**src/rtl/adder_stage2_2_sched.sv**
```systemverilog
// adder_stage2_2_sched: sequencer for the gated 3-input adder of conv layer 2,
// addition stage 2. Groups the stage-1 partial-sum stream into operand triples,
// pulses add_en once per triple, and hands each result downstream.
// Ports: clk/reset (async, active-high); start, busy, frame_done, err;
// in_valid/in_ready/in_data (sample stream); add_en, add_op1..3, add_sum,
// add_done (adder side); out_valid/out_ready/out_data (result stream).
module adder_stage2_2_sched #(
    parameter int DATA_W  = 12,
    parameter int SUM_W   = 14,
    parameter int NUM_OUT = 100
) (
    input  logic              clk,
    input  logic              reset,
    input  logic              start,
    input  logic              in_valid,
    input  logic [DATA_W-1:0] in_data,
    output logic              in_ready,
    output logic              add_en,
    output logic [DATA_W-1:0] add_op1,
    output logic [DATA_W-1:0] add_op2,
    output logic [DATA_W-1:0] add_op3,
    input  logic [SUM_W-1:0]  add_sum,
    input  logic              add_done,
    output logic              out_valid,
    output logic [SUM_W-1:0]  out_data,
    input  logic              out_ready,
    output logic              busy,
    output logic              frame_done,
    output logic              err
);

    localparam int CW = $clog2(NUM_OUT + 1);
    localparam logic [CW-1:0] LAST = CW'(NUM_OUT);

    localparam logic [1:0] S_IDLE    = 2'd0;
    localparam logic [1:0] S_COLLECT = 2'd1;
    localparam logic [1:0] S_FIRE    = 2'd2;
    localparam logic [1:0] S_WAIT    = 2'd3;

    logic [1:0]    state;
    logic [1:0]    idx;
    logic [CW-1:0] cnt;
    logic          accept;
    logic          hs;
    logic          out_free;
    logic          fire;
    logic          last_hs;

    assign in_ready = (state == S_COLLECT) && (idx != 2'd3);
    assign accept   = in_valid && in_ready;
    assign hs       = out_valid && out_ready;
    assign out_free = !out_valid || out_ready;

    // Fire on the same edge the third sample lands, so a triple costs
    // 3 accept cycles + FIRE + WAIT when nothing stalls.
    assign fire = (state == S_COLLECT) && out_free &&
                  ((idx == 2'd3) || ((idx == 2'd2) && accept));

    // cnt reaches NUM_OUT only after the last result is captured.
    assign last_hs = hs && busy && (cnt == LAST);

    // Operands move only on accepted samples, keeping adder inputs quiet.
    always_ff @(posedge clk or posedge reset) begin
        if (reset) begin
            add_op1 <= '0;
            add_op2 <= '0;
            add_op3 <= '0;
        end else if (accept) begin
            case (idx)
                2'd0:    add_op1 <= in_data;
                2'd1:    add_op2 <= in_data;
                2'd2:    add_op3 <= in_data;
                default: ;
            endcase
        end
    end

    always_ff @(posedge clk or posedge reset) begin
        if (reset) begin
            state      <= S_IDLE;
            idx        <= 2'd0;
            cnt        <= '0;
            add_en     <= 1'b0;
            out_valid  <= 1'b0;
            out_data   <= '0;
            busy       <= 1'b0;
            frame_done <= 1'b0;
            err        <= 1'b0;
        end else begin
            add_en     <= fire;
            frame_done <= last_hs;
            if (last_hs) begin
                busy <= 1'b0;
            end
            if (hs) begin
                out_valid <= 1'b0;
            end
            unique case (state)
                S_IDLE: begin
                    if (start && !busy) begin
                        state <= S_COLLECT;
                        busy  <= 1'b1;
                        idx   <= 2'd0;
                        cnt   <= '0;
                    end
                end
                S_COLLECT: begin
                    if (fire) begin
                        state <= S_FIRE;
                        idx   <= 2'd0;
                    end else if (accept) begin
                        idx <= idx + 2'd1;
                    end
                end
                S_FIRE: begin
                    state <= S_WAIT;
                end
                S_WAIT: begin
                    // Output register is guaranteed free here: FIRE was
                    // only entered with out_valid clear or draining.
                    out_data  <= add_sum;
                    out_valid <= 1'b1;
                    cnt       <= cnt + CW'(1);
                    if (!add_done) begin
                        err <= 1'b1;
                    end
                    if (cnt == LAST - CW'(1)) begin
                        state <= S_IDLE;
                    end else begin
                        state <= S_COLLECT;
                    end
                end
                default: state <= S_IDLE;
            endcase
        end
    end

endmodule

```
**config.mk**
```make
export PLATFORM = sky130hd
export DESIGN_NAME = adder_stage2_2_sched
export DESIGN_NICKNAME = d
export VERILOG_FILES = /design/src/rtl/adder_stage2_2_sched.sv
export SDC_FILE = /design/constraint.sdc
export NUM_CORES = 1
export LEC_CHECK = 0
export CAP_MARGIN = 0
export CORE_MARGIN = 2
export CORE_UTILIZATION = 50
export CTS_CLUSTER_DIAMETER = 50
export CTS_CLUSTER_SIZE = 12
export DETAILED_ROUTE_END_ITERATION = 10
export GPL_TIMING_DRIVEN = 0
export PLACE_DENSITY_LB_ADDON = 0.25
export SYNTH_ARGS = -nofsm -noshare
export SYNTH_HDL_FRONTEND = slang
export SYNTH_SLANG_ARGS = --single-unit
export TNS_END_PERCENT = 100
```
**constraint.sdc**
```tcl
create_clock -name clk -period 4.3 [get_ports clk]
set_input_delay 0.645 -clock clk [delete_from_list [all_inputs] [get_ports clk]]
set_output_delay 0.645 -clock clk [all_outputs]
set_load 0.02 [all_outputs]
```
; ---- Word level (Yosys, flattened, before mapping)
; Index checks and enable logic that the tools add are counted.
[op_classes]
n_addsub = 2
n_eq_ne = 12
mux = 15
bitwise = 1
n_reduce_logical = 25
[ops]
columns = op, count
row1 = 7-bit equality test (second input constant), 2
row2 = 7-bit one-hot mux with 2 select lines, 1
row3 = 2-bit AND reduction, 6
row4 = 2-bit 2-to-1 mux, 5
row5 = 1-bit logical AND, 9
row6 = 2-bit equality test (second input constant), 4
row7 = 2-bit one-hot mux with 4 select lines, 1
row8 = 7-bit by 1-bit adder with 7-bit output (second input constant), 1
row9 = 7-bit 2-to-1 mux, 1
row10 = 1-bit 2-to-1 mux, 6
row11 = 2-bit inequality test (second input constant), 3
row12 = 2-bit nonzero test, 3
row13 = 2-bit by 1-bit equality test with 1-bit output (second input constant), 2
row14 = 2-bit zero test, 2
row15 = 2-bit one-hot mux with 2 select lines, 1
row16 = 3-bit inequality test (second input constant), 1
row17 = 3-bit AND reduction, 1
row18 = 2-bit by 1-bit adder with 2-bit output (second input constant), 1
row19 = 1-bit zero test, 2
row20 = 1-bit logical OR, 2
row21 = 1-bit inverter, 1
[totals]
regBits = 66
out_inout_bits = 56
word_cells = 67

; ---- Logic depth before layout (Yosys ltp)
; Gate-level depths: netlist of the first run.
[depth]
word_depth = 8
depth_mapped = 7
mapped_depth_nobuf = 6

; ---- Worst setup path before layout of the first run
; Ideal clock, no wire load.
[synth_path]
path_type = register -> register
from = register state[1]
to = register add_op1[0]
setup_ns = 0.125
arrival_ns = 1.536
required_time_ns = 4.175
setup_slack_ns = 2.639
path_stages_with_launch = 8
n_path_buf = 1
period_less_slack_ns = 1.661
path_cell_list = dfrtp_1 inv_1 ha_1 nor2b_4 and2_4 nand2_2 buf_6 mux2_2
[synth_via]
elab_chain_len = 4
[synth_rtl]
columns = element, line
row1 = "start, declared", 40  ; logic [1:0] state;
row2 = "start signal, assigned", 80  ; state <= S_IDLE;
row3 = "start signal, assigned", 101  ; state <= S_COLLECT;
row4 = "start signal, assigned", 109  ; state <= S_FIRE;
row5 = 2-bit by 1-bit equality test with 1-bit output, 49  ; assign in_ready = (state == S_COLLECT) && (idx != 2'd3);
row6 = 1-bit logical AND, 49
row7 = net in_ready, 17  ; output logic in_ready,
row8 = 1-bit logical AND, 50  ; assign accept = in_valid && in_ready;
row9 = 2-bit AND reduction (no line), n/a
row10 = "end signal, assigned", 70  ; 2'd0: add_op1 <= in_data;
row11 = "end, declared", 19  ; output logic [DATA_W-1:0] add_op1,
; The timed path passes the listed nets, and every way through them passes these cells.
; A chain may end at the register's enable or synchronous reset.

; ---- Final worst setup path of the first run
[layout_path]
from = register state[1]
to = output port in_ready
[layout_via]
elab_chain_len = 2
[layout_rtl]
columns = element, line
row1 = 2-bit by 1-bit equality test with 1-bit output, 49
row2 = 1-bit logical AND, 49
row3 = "end, declared", 17
; No other way between the ends.

==> metrics.csv, run 1 <==
stage,metric,value,unit
power,power-per-cell-area,756,nW/µm²
yosys,post_synth.cell_area_avg,13.7,µm²
sta,finalCritPeriodShare,58.9,%
sta,headroom_to_the_max_slew_limit,53.0,%
clock_network,cts.hold.buffers_added,0,
sta,timing.fmax,395,MHz
sta,setup_failing_eps_final,0,
flow_run,maxCapViolations,0,
sta,fin_ws,1.77,ns
power,internal_power,1.96,mW
route,viasPerCell,5.02,
yosys,synthesis.instances,206,
clock_network,clock_latency,0.34,ns
grt,global_route.usage.total,20.1,%
grt,globalRouteOverflowTotal,0,
layout,nFillCells,389,
route,dr_total_vias,1919,
clock_network,h-tree-depth,3,
die,core.rowCount,27,
route,wire_per_inst,15.2,µm
power,combinationalPowerShare,47.7,%
outcome,status,completed,
sta,grt_setup_unrepaired,no,
setup_path,worst-setup-path-type,flip-flop to primary output,
setup_path,critPathRequiredTime,3.65,ns
layout,antennaDiodeCount,0,
clock_network,clock-sinks,66,
setup_path,critical_path.cell_chain,"inv_1, ha_1, nor2b_4, clkdlybuf4s50_1",
yosys,yosysTopAreaCellShare,58.5,%
yosys,seq_area_frac_synth,58.5,%
power,power.net_switching,1.08,mW
route,detail_route.first_pass.iterations,4,
die,die-height,79.2,µm
clock_network,cts_max_path_buffers,2,
setup_path,worst_path_max_delay_cell,clkdlybuf4s50_1,
die,top_level_ports,88,
yosys,yosysMostFrequentCell,dfrtp_1,
layout,seq_area,1650,µm²
sta,finalMaxSlewViolations,0,
yosys,synth_flop_cell,dfrtp_1,
die,die-area,6260,µm²
setup_path,crit_path_start_kind,flip-flop,
yosys,ys_seq_elements,66,
die,initial_core_util,51.6,%
placement,place_worst_setup_slack,2.13,ns
layout,multi_input_area,1090,µm²
power,sw_frac_of_total,35.4,%
die,die_w,79.2,µm
route,wirelength,5790,µm
yosys,post_synth_most_frequent_cells,"66 x dfrtp_1, 52 x mux2_2, 11 x inv_1",
placement,gp_congestion,0.749,
hold_path,worst_hold_path_type,flip-flop to flip-flop,
grt,grt_antenna_before_repair,0,
power,leakagePower,1.79,nW
yosys,synth_edf_count,0,
yosys,syn_std_cell_area,2820,µm²
route,drt-initial-drc-count,49,
power,power.share.sequential,34.5,%
sta,tns,0,ns
die,core_area,5470,µm²
clock_network,cts.root.buffer_cell,clkbuf_8,
yosys,netlist.top_cell.by_area,dfrtp_1,
clock_network,post_cts.repair.setup_buffers,0,
yosys,postSynthNetCount,248,
layout,num-nets-final,347,
layout,areaGrowthSynthToFinish,42.3,%
yosys,synth_warnings,0,
clock_network,tritoncts,built,
clock_network,clkSlewWorstSetupHoldPaths,0.07,ns
setup_path,timing.critical_path.arrival,1.89,ns
sta,min_period,2.53,ns
placement,dp_hpwl,4230,µm
setup_path,timing.critical_path.to_type,primary output,
sta,final_hold_viol_count,0,
route,remaining_drc_errors,0,
grt,grt_max_degree,35,
yosys,synth_top_cells_by_area,"dfrtp_1 58%, mux2_2 21%, ha_1 4.4%",
placement,port_bufs,87,
yosys,netlist-cell-type-count,34,
grt,grt_pass1_wl,9460,µm
sta,worstMarginPinSlew,0.705,ns
setup_path,worst-path-max-fanout,4,
power,ir_worst_vdd,418,µV
layout,final_layout_size_suffix_gt1_share,25.5,%
yosys,ys_async_sr_fraction,100,%
setup_path,cp_peak_stage_delay,0.62,ns
route,ant_nets,0,
clock_network,cts_made_buffers,9,
sta,final.setup_skew,0.00887,ns
power,clock_power_share,17.8,%
clock_network,post_cts_resize_count,0,
grt,grt_pass1_vias,2014,
[registers in the layout, indices dropped and copies added (netlist names)]
signal      count
out_data       14
add_op1        12
add_op2        12
add_op3        12
cnt             7
idx             2
state           2
add_en          1
busy            1
err             1
frame_done      1
out_valid       1
[logic make-up (layout without fill, tap and decap cells)]
kind of cell / after synthesis / in the layout / share of synthesized area (%)
adders and majority gates: 10 / 10 / 4.43
xor gates and xnor gates: 2 / 2 / 0.620
buffers and inverters: 17 / 121 / 2.75
AOI/OAI and AO/OA: 21 / 21 / 4.83
DFF: 66 / 66 / 58.5
muxes: 53 / 53 / 21.1
and+or+nand+nor: 37 / 37 / 7.80
[metal layers]
metal  track usage (%)  vias to the layer above  share of wire (%)
met5                 0                        -                  0
met4              8.28                        0                1.6
met3              5.00                        8                4.6
met2              33.6                       62                 49
met1              24.9                      930                 45
li1                  -                      919                  -
[power by group through the flow]
stage | sequential (mW) | clock (mW) | combinational (mW)
after floorplan | 1.34 | 0 | 0.516
after CTS | 1.05 | 0.551 | 1.47
after detailed placement | 1.06 | 0 | 1.46
final | 1.05 | 0.542 | 1.45
after global placement | 1.04 | 0 | 1.43
after global routing | 1.08 | 0.581 | 1.55
[per-stage QoR]
| stage | std cells | power (mW) | hold WS [ns] | instance area (µm²) | util, % |
|---|---|---|---|---|---|
| after floorplan | 206 | 1.86 | 0.497 | 2820 | - |
| after global placement | 365 | 2.47 | 0.441 | 3780 | 69.2 |
| after detailed placement | 366 | 2.52 | 0.452 | 3800 | 69.5 |
| after CTS | 382 | 3.07 | 0.471 | 4020 | 73.4 |
| after global routing | 382 | 3.21 | 0.500 | 4020 | 73.4 |
| final | 382 | 3.04 | 0.474 | 4020 | 73.4 |
[critical path: cells and delay by family, from the launching register on]
family,cells,cell delay [ns]
fa+ha+maj,1,0.22
buf+inv,2,0.73
flops,1,0.41
simple gates,1,0.20
[final timing paths]
kind,startpoint,slack (ns),to,cells past startpoint
setup reg to reg,state[1],2.52,add_op2[2],6
min in group asynchronous,reset,0.75,add_op2[6],2
max in group asynchronous,reset,2.93,add_op1[10],3
hold / removal,err,0.47,err,1
setup / recovery,state[1],1.77,in_ready,4
hold reg to reg,err,0.47,err,1
[cell usage in the layout, fill, tap and decap left out, types with 4 or more instances in the layout]
master,netlist,final
clkdlybuf4s50_1,0,87
dfrtp_1,66,66
mux2_2,52,52
clkbuf_8,0,11
inv_1,11,10
ha_1,10,10
nand3_1,8,8
a21oi_1,6,6
o21ai_0,5,5
nand2_1,5,5
nor2b_1,4,4
[cell type report]
cell class	count	area share, %
repair buffers	88	22.2
well taps	72	2.24
clock buffers	11	3.77
plain buffers	6	0.903
inverters	11	1.03
clock inverters	5	1.56
multi-input cells	123	27.2
flip-flops and latches	66	41.1
Note: power is estimated with default switching activity, not from simulation.
==> inputs of run 2 (changes only) <==
Settings changed: CORE_UTILIZATION 50 to 46.
Clock period 4.3 ns to 2.65 ns, I/O delays scaled along.
==> metrics.csv, run 2 (synthesized netlist as in run 1, its figures left out) <==
stage,metric,value,unit,change
layout,antennaDiodeCount,0,,unchanged
setup_path,worst_path_max_delay_cell,clkdlybuf4s50_1,,
setup_path,critical_path.cell_chain,"inv_1, ha_1, nor2b_4, clkdlybuf4s50_1",,
placement,dp_hpwl,4380,µm,+3.7%
sta,grt_setup_unrepaired,no,,
sta,timing.fmax,439,MHz,
clock_network,cts_max_path_buffers,2,,unchanged
layout,utilization,68.8,%,-4.6 points
clock_network,clock-sinks,66,,unchanged
setup_path,critical-path-top-delay-family,buffers and inverters,,
grt,grt_max_degree,44,,+26%
setup_path,cp_peak_stage_delay,0.62,ns,about the same
setup_path,timing.critical_path.to_type,primary output,,
power,leakagePower,1.81,nW,+1.5%
die,core_area,5920,µm²,+8.2%
power,power.share.sequential,32.9,%,-1.6 points
layout,final_layout_size_suffix_gt1_share,25.5,%,unchanged
grt,global_route.usage.total,18.7,%,-1.4 points
die,die-height,82.4,µm,+4.0%
layout,areaGrowthSynthToFinish,44.3,%,
die,die_w,82.4,µm,+4.0%
clock_network,post_cts_resize_count,0,,unchanged
layout,mostFrequentLayoutCells,"87 x clkdlybuf4s50_1, 66 x dfrtp_1, 52 x mux2_2",,
die,top_level_ports,88,,unchanged
setup_path,worst-path-max-fanout,4,,unchanged
setup_path,path_buf_inv,2,,unchanged
setup_path,worst-setup-path-type,flip-flop to primary output,,
setup_path,timing.critical_path.arrival,1.88,ns,about the same
setup_path,critPathRequiredTime,2.25,ns,-1.40 ns
sta,setup_failing_eps_final,0,,unchanged
grt,grt_pass1_wl,9270,µm,-2.0%
setup_path,crit_path_start_kind,flip-flop,,
placement,port_bufs,87,,unchanged
sta,min_period,2.28,ns,
layout,largest_reg_flops,14,,unchanged
clock_network,cts_made_buffers,9,,unchanged
die,core.rowCount,28,,+3.7%
hold_path,worst_hold_path_type,input port to async pin,,
route,wire_per_inst,15.4,µm,+1.8%
clock_network,post_cts.repair.setup_buffers,0,,unchanged
sta,finalMaxSlewViolations,0,,unchanged
outcome,status,completed,,
sta,worst_hold_slack,0.424,ns,-0.0507 ns
grt,grt_antenna_before_repair,0,,unchanged
route,viasPerCell,5.08,,+1.2%
clock_network,cts.root.buffer_cell,clkbuf_8,,
sta,finalCritPeriodShare,86.0,%,
setup_path,cp-startpoint,state[1],,
power,power-per-cell-area,1270,nW/µm²,+68%
route,ant_nets,0,,unchanged
route,drt-initial-drc-count,46,,-6.1%
route,wirelength,5940,µm,+2.6%
grt,grt_pass1_vias,1910,,-5.2%
sta,final_hold_viol_count,0,,unchanged
placement,gp_congestion,0.757,,+1.1%
die,die-area,6780,µm²,+8.2%
clock_network,clkSlewWorstSetupHoldPaths,0.07,ns,about the same
power,clock_power_share,21.4,%,+3.6 points
power,internal_power,3.41,mW,+74%
clock_network,h-tree-depth,3,,unchanged
route,detail_route.first_pass.iterations,4,,unchanged
power,totalPowerFinal,5.17,mW,+70%
clock_network,clock_latency,0.34,ns,about the same
sta,worstMarginPinSlew,0.514,ns,-0.190 ns
power,ir_worst_vdd,717,µV,+71%
setup_path,rr_startpoint,state[1],,
clock_network,cts.hold.buffers_added,0,,unchanged
layout,layout.cells.most_common,clkdlybuf4s50_1,,
power,sw_frac_of_total,33.9,%,-1.5 points
grt,globalRouteOverflowTotal,0,,unchanged
clock_network,tritoncts,built,,
route,dr_total_vias,1957,,+2.0%
sta,final.setup_skew,0.00861,ns,-0.000258 ns
layout,biggest_register,out_data,,
sta,headroom_to_the_max_slew_limit,65.4,%,+12 points
power,combinationalPowerShare,45.7,%,-2.0 points
route,remaining_drc_errors,0,,unchanged
die,initial_core_util,47.7,%,-3.9 points
layout,num-nets-final,347,,unchanged
power,power.net_switching,1.75,mW,+63%
flow_run,maxCapViolations,0,,unchanged
==> run 2: layer usage <==
layer  track usage (%)  share of wire (%)  routed length (µm)  vias up
met2              29.0                 49                2890       64
li1                  -                  -                   -      925
met4              12.0                3.3                 196        0
met5                 0                  0                   0        -
met1              23.3                 42                2510      950
met3              4.67                5.9                 348       18
==> run 2: final timing paths <==
check / endpoint / slack, ns / cells past startpoint
min in group clk: err / 0.46 / 1
min: cnt[3] / 0.42 / 2
max: in_ready / 0.37 / 4
max reg2reg: add_op2[0] / 0.85 / 6
min reg2reg: err / 0.46 / 1
max in group asynchronous: state[1] / 1.63 / 3
==> run 2: power groups by stage <==
stage	Clock, mW	Sequential, mW	Combinational (mW)
floorplan	0	2.18	0.838
global placement	0	1.69	2.32
detailed placement	0	1.73	2.38
CTS	1.13	1.71	2.39
global route	1.18	1.76	2.54
finish	1.11	1.70	2.36
==> run 2: cell type report <==
| class | instances | area (µm²) |
|---|---|---|
| plain buffers | 6 | 36.3 |
| clock buffers | 9 | 124 |
| clock inverters | 7 | 141 |
| fillers | 454 | 1850 |
| inverters | 11 | 41.3 |
| multi-input cells | 123 | 1090 |
| flip-flops and latches | 66 | 1650 |
| well taps | 75 | 93.8 |
| repair buffers | 88 | 891 |
==> run 2: per-stage QoR <==
stage	std cells	area, µm²	worst slack (ns)	TNS, ns
floorplan	206	2820	0.598	0
global placement	368	3790	-0.566	-37.22
detailed placement	369	3810	0.674	0
CTS	385	4070	0.342	0
global route	385	4070	0.258	0
finish	385	4070	0.371	0
==> run 2: worst register-to-register path: stages, from the launching register on <==
cell,delay (ns)
dfrtp_1,0.39
inv_1,0.09
ha_1,0.22
nor2b_4,0.15
nand3_1,0.15
buf_2,0.31
mux2_2,0.38
==> inputs of run 3 (changes only) <==
Settings changed: CORE_MARGIN 2 to default, CTS_CLUSTER_DIAMETER 50 to default.
==> metrics.csv, run 3 (synthesized netlist as in run 1, its figures left out) <==
stage,metric,value,unit,change
clock_network,post_cts_resize_count,0,,unchanged
layout,num-nets-final,346,,-0.29%
setup_path,rr_startpoint,state[1],,
grt,global_route.usage.total,18.3,%,-0.43 points
layout,utilization,67.2,%,-1.6 points
clock_network,cts.root.buffer_cell,clkbuf_8,,
flow_run,maxCapViolations,0,,unchanged
clock_network,clkSlewWorstSetupHoldPaths,0.07,ns,about the same
sta,setup_failing_eps_final,0,,unchanged
die,initial_core_util,47.7,%,unchanged
layout,multi_input_area,1090,µm²,unchanged
die,core_area,5920,µm²,unchanged
sta,final.setup_skew,0.00649,ns,-0.00212 ns
placement,place_worst_setup_slack,0.710,ns,+0.0352 ns
grt,globalRouteOverflowTotal,0,,unchanged
route,ant_nets,0,,unchanged
sta,timing.fmax,440,MHz,+0.40%
setup_path,timing.critical_path.arrival,1.87,ns,about the same
clock_network,cts_made_buffers,9,,unchanged
die,top_level_ports,88,,unchanged
placement,gp_congestion,0.777,,+2.7%
route,wirelength,5480,µm,-7.8%
setup_path,timing.critical_path.to_type,primary output,,
die,die-height,80.4,µm,-2.4%
setup_path,worst-path-max-fanout,4,,unchanged
clock_network,clock-sinks,66,,unchanged
layout,biggest_register,out_data,,
sta,tns,0,ns,unchanged
die,core.rowCount,28,,unchanged
clock_network,clock_latency,0.33,ns,about the same
die,die-area,6460,µm²,-4.8%
die,die_w,80.4,µm,-2.4%
power,power-per-cell-area,1210,nW/µm²,-4.4%
clock_network,tritoncts,built,,
route,drt-initial-drc-count,65,,+41%
grt,grt_antenna_before_repair,0,,unchanged
placement,post_dp_cell_area,3790,µm²,-0.46%
sta,headroom_to_the_max_slew_limit,46.8,%,-19 points
setup_path,worstRegToRegCells,6,,unchanged
setup_path,r2r_end,add_op2[1],,
route,remaining_drc_errors,1,,+1
route,viasPerCell,4.96,,-2.5%
hold_path,worst_hold_path_type,flip-flop to flip-flop,,
setup_path,critPathRequiredTime,2.25,ns,about the same
outcome,status,"finished, violations left",,
layout,areaGrowthSynthToFinish,40.9,%,
power,leakagePower,1.76,nW,-2.7%
sta,finalMaxSlewViolations,0,,unchanged
sta,worst_hold_slack,0.462,ns,+0.0380 ns
grt,grt_pass1_wl,8780,µm,-5.4%
layout,layout.cells.most_common,clkdlybuf4s50_1,,
clock_network,h-tree-depth,3,,unchanged
clock_network,cts_max_path_buffers,2,,unchanged
layout,mostFrequentLayoutCells,"87 x clkdlybuf4s50_1, 66 x dfrtp_1, 52 x mux2_2",,
sta,min_period,2.27,ns,-0.00907 ns
placement,port_bufs,87,,unchanged
grt,grt_use_met3,7.27,%,+2.6 points
layout,finalInstanceArea,3980,µm²,-2.4%
grt,globalRoute.busiestLayer,met2,,
setup_path,worst-setup-path-type,flip-flop to primary output,,
layout,largest_reg_flops,14,,unchanged
route,dr_total_vias,1903,,-2.8%
layout,post_layout_nonfiller_instances,384,,-0.26%
route,wire_per_inst,14.3,µm,-7.5%
grt,grtUsageMet2,28.1,%,-0.82 points
sta,worstMarginPinSlew,0.798,ns,+0.284 ns
sta,finalCritPeriodShare,85.7,%,-0.34 points
hold_path,timing.hold.worst_path_depth,1,,
placement,dp_hpwl,3940,µm,-10%
grt,grt_pass1_vias,1854,,-2.9%
placement,numPlacedInstances,368,,-0.27%
sta,grt_setup_unrepaired,no,,
grt,use_met1,23.4,%,+0.080 points
layout,nFillCells,491,,+8.1%
clock_network,cts.hold.buffers_added,0,,unchanged
sta,final_hold_viol_count,0,,unchanged
grt,grt_max_degree,67,,+52%
setup_path,cp-startpoint,state[1],,
hold_path,worst_hold_startpoint,err,,
power,ir_worst_vdd,613,µV,-14%
layout,antennaDiodeCount,0,,unchanged
setup_path,setup.reg_to_reg.worst_slack,0.87,ns,+0.02 ns
setup_path,crit_path_start_kind,flip-flop,,
layout,final_layout_size_suffix_gt1_share,24.6,%,-0.89 points
layout,seq_area,1650,µm²,unchanged
hold_path,hold_end,err,,
clock_network,post_cts.repair.setup_buffers,0,,unchanged
sta,fin_ws,0.380,ns,+0.00907 ns
route,detail_route.first_pass.iterations,7,,+3
outcome,violations,DRC,,
power,totalPowerFinal,4.82,mW,-6.7%
-- run 3: changes by cell type in the layout (fill, tap and decap cells not counted) --
cell / before / now
inv_4: 0 / 1
clkinv_4: 1 / 0
clkinv_2: 1 / 2
buf_12: 1 / 0
bufinv_16: 4 / 1
clkinvlp_4: 1 / 2
inv_2: 1 / 0
clkbuf_1: 2 / 4
-- run 3: layer usage --
layer | up-vias | wire (µm)
li1 | 920 | -
met2 | 55 | 2640
met4 | 0 | 30
met3 | 4 | 340
met5 | - | 0
met1 | 924 | 2470
-- run 3: power breakdown --
part           switching (mW)  internal [mW]  total [mW]
sequential              0.242           1.45        1.69
clock                   0.366          0.432       0.798
combinational            1.09           1.24        2.33
-- run 3: worst max path at each step --
stage / endpoint / slack, ns / cells past startpoint
finish: in_ready / 0.38 / 4
global route: in_ready / 0.27 / 4
CTS: in_ready / 0.36 / 4
detailed placement: idx[0] / 0.71 / 5
global placement: add_op3[10] / -0.60 / 2
floorplan: add_en / 0.60 / 1
-- run 3: area by class of cell --
cell class | instances | share of cell area [%]
Buffer | 6 | 0.912
Clock buffer | 11 | 3.30
Clock inverter | 5 | 1.38
Inverter | 11 | 1.10
Multi-Input combinational cell | 123 | 27.5
Sequential cell | 66 | 41.5
Tap cell | 75 | 2.36
Timing Repair Buffer | 87 | 21.9
-- run 3: critical path, cell delays in order (launching register included) --
cell,delay [ns]
dfrtp_1,0.41
inv_1,0.11
ha_1,0.21
nor2b_4,0.19
clkdlybuf4s50_1,0.62
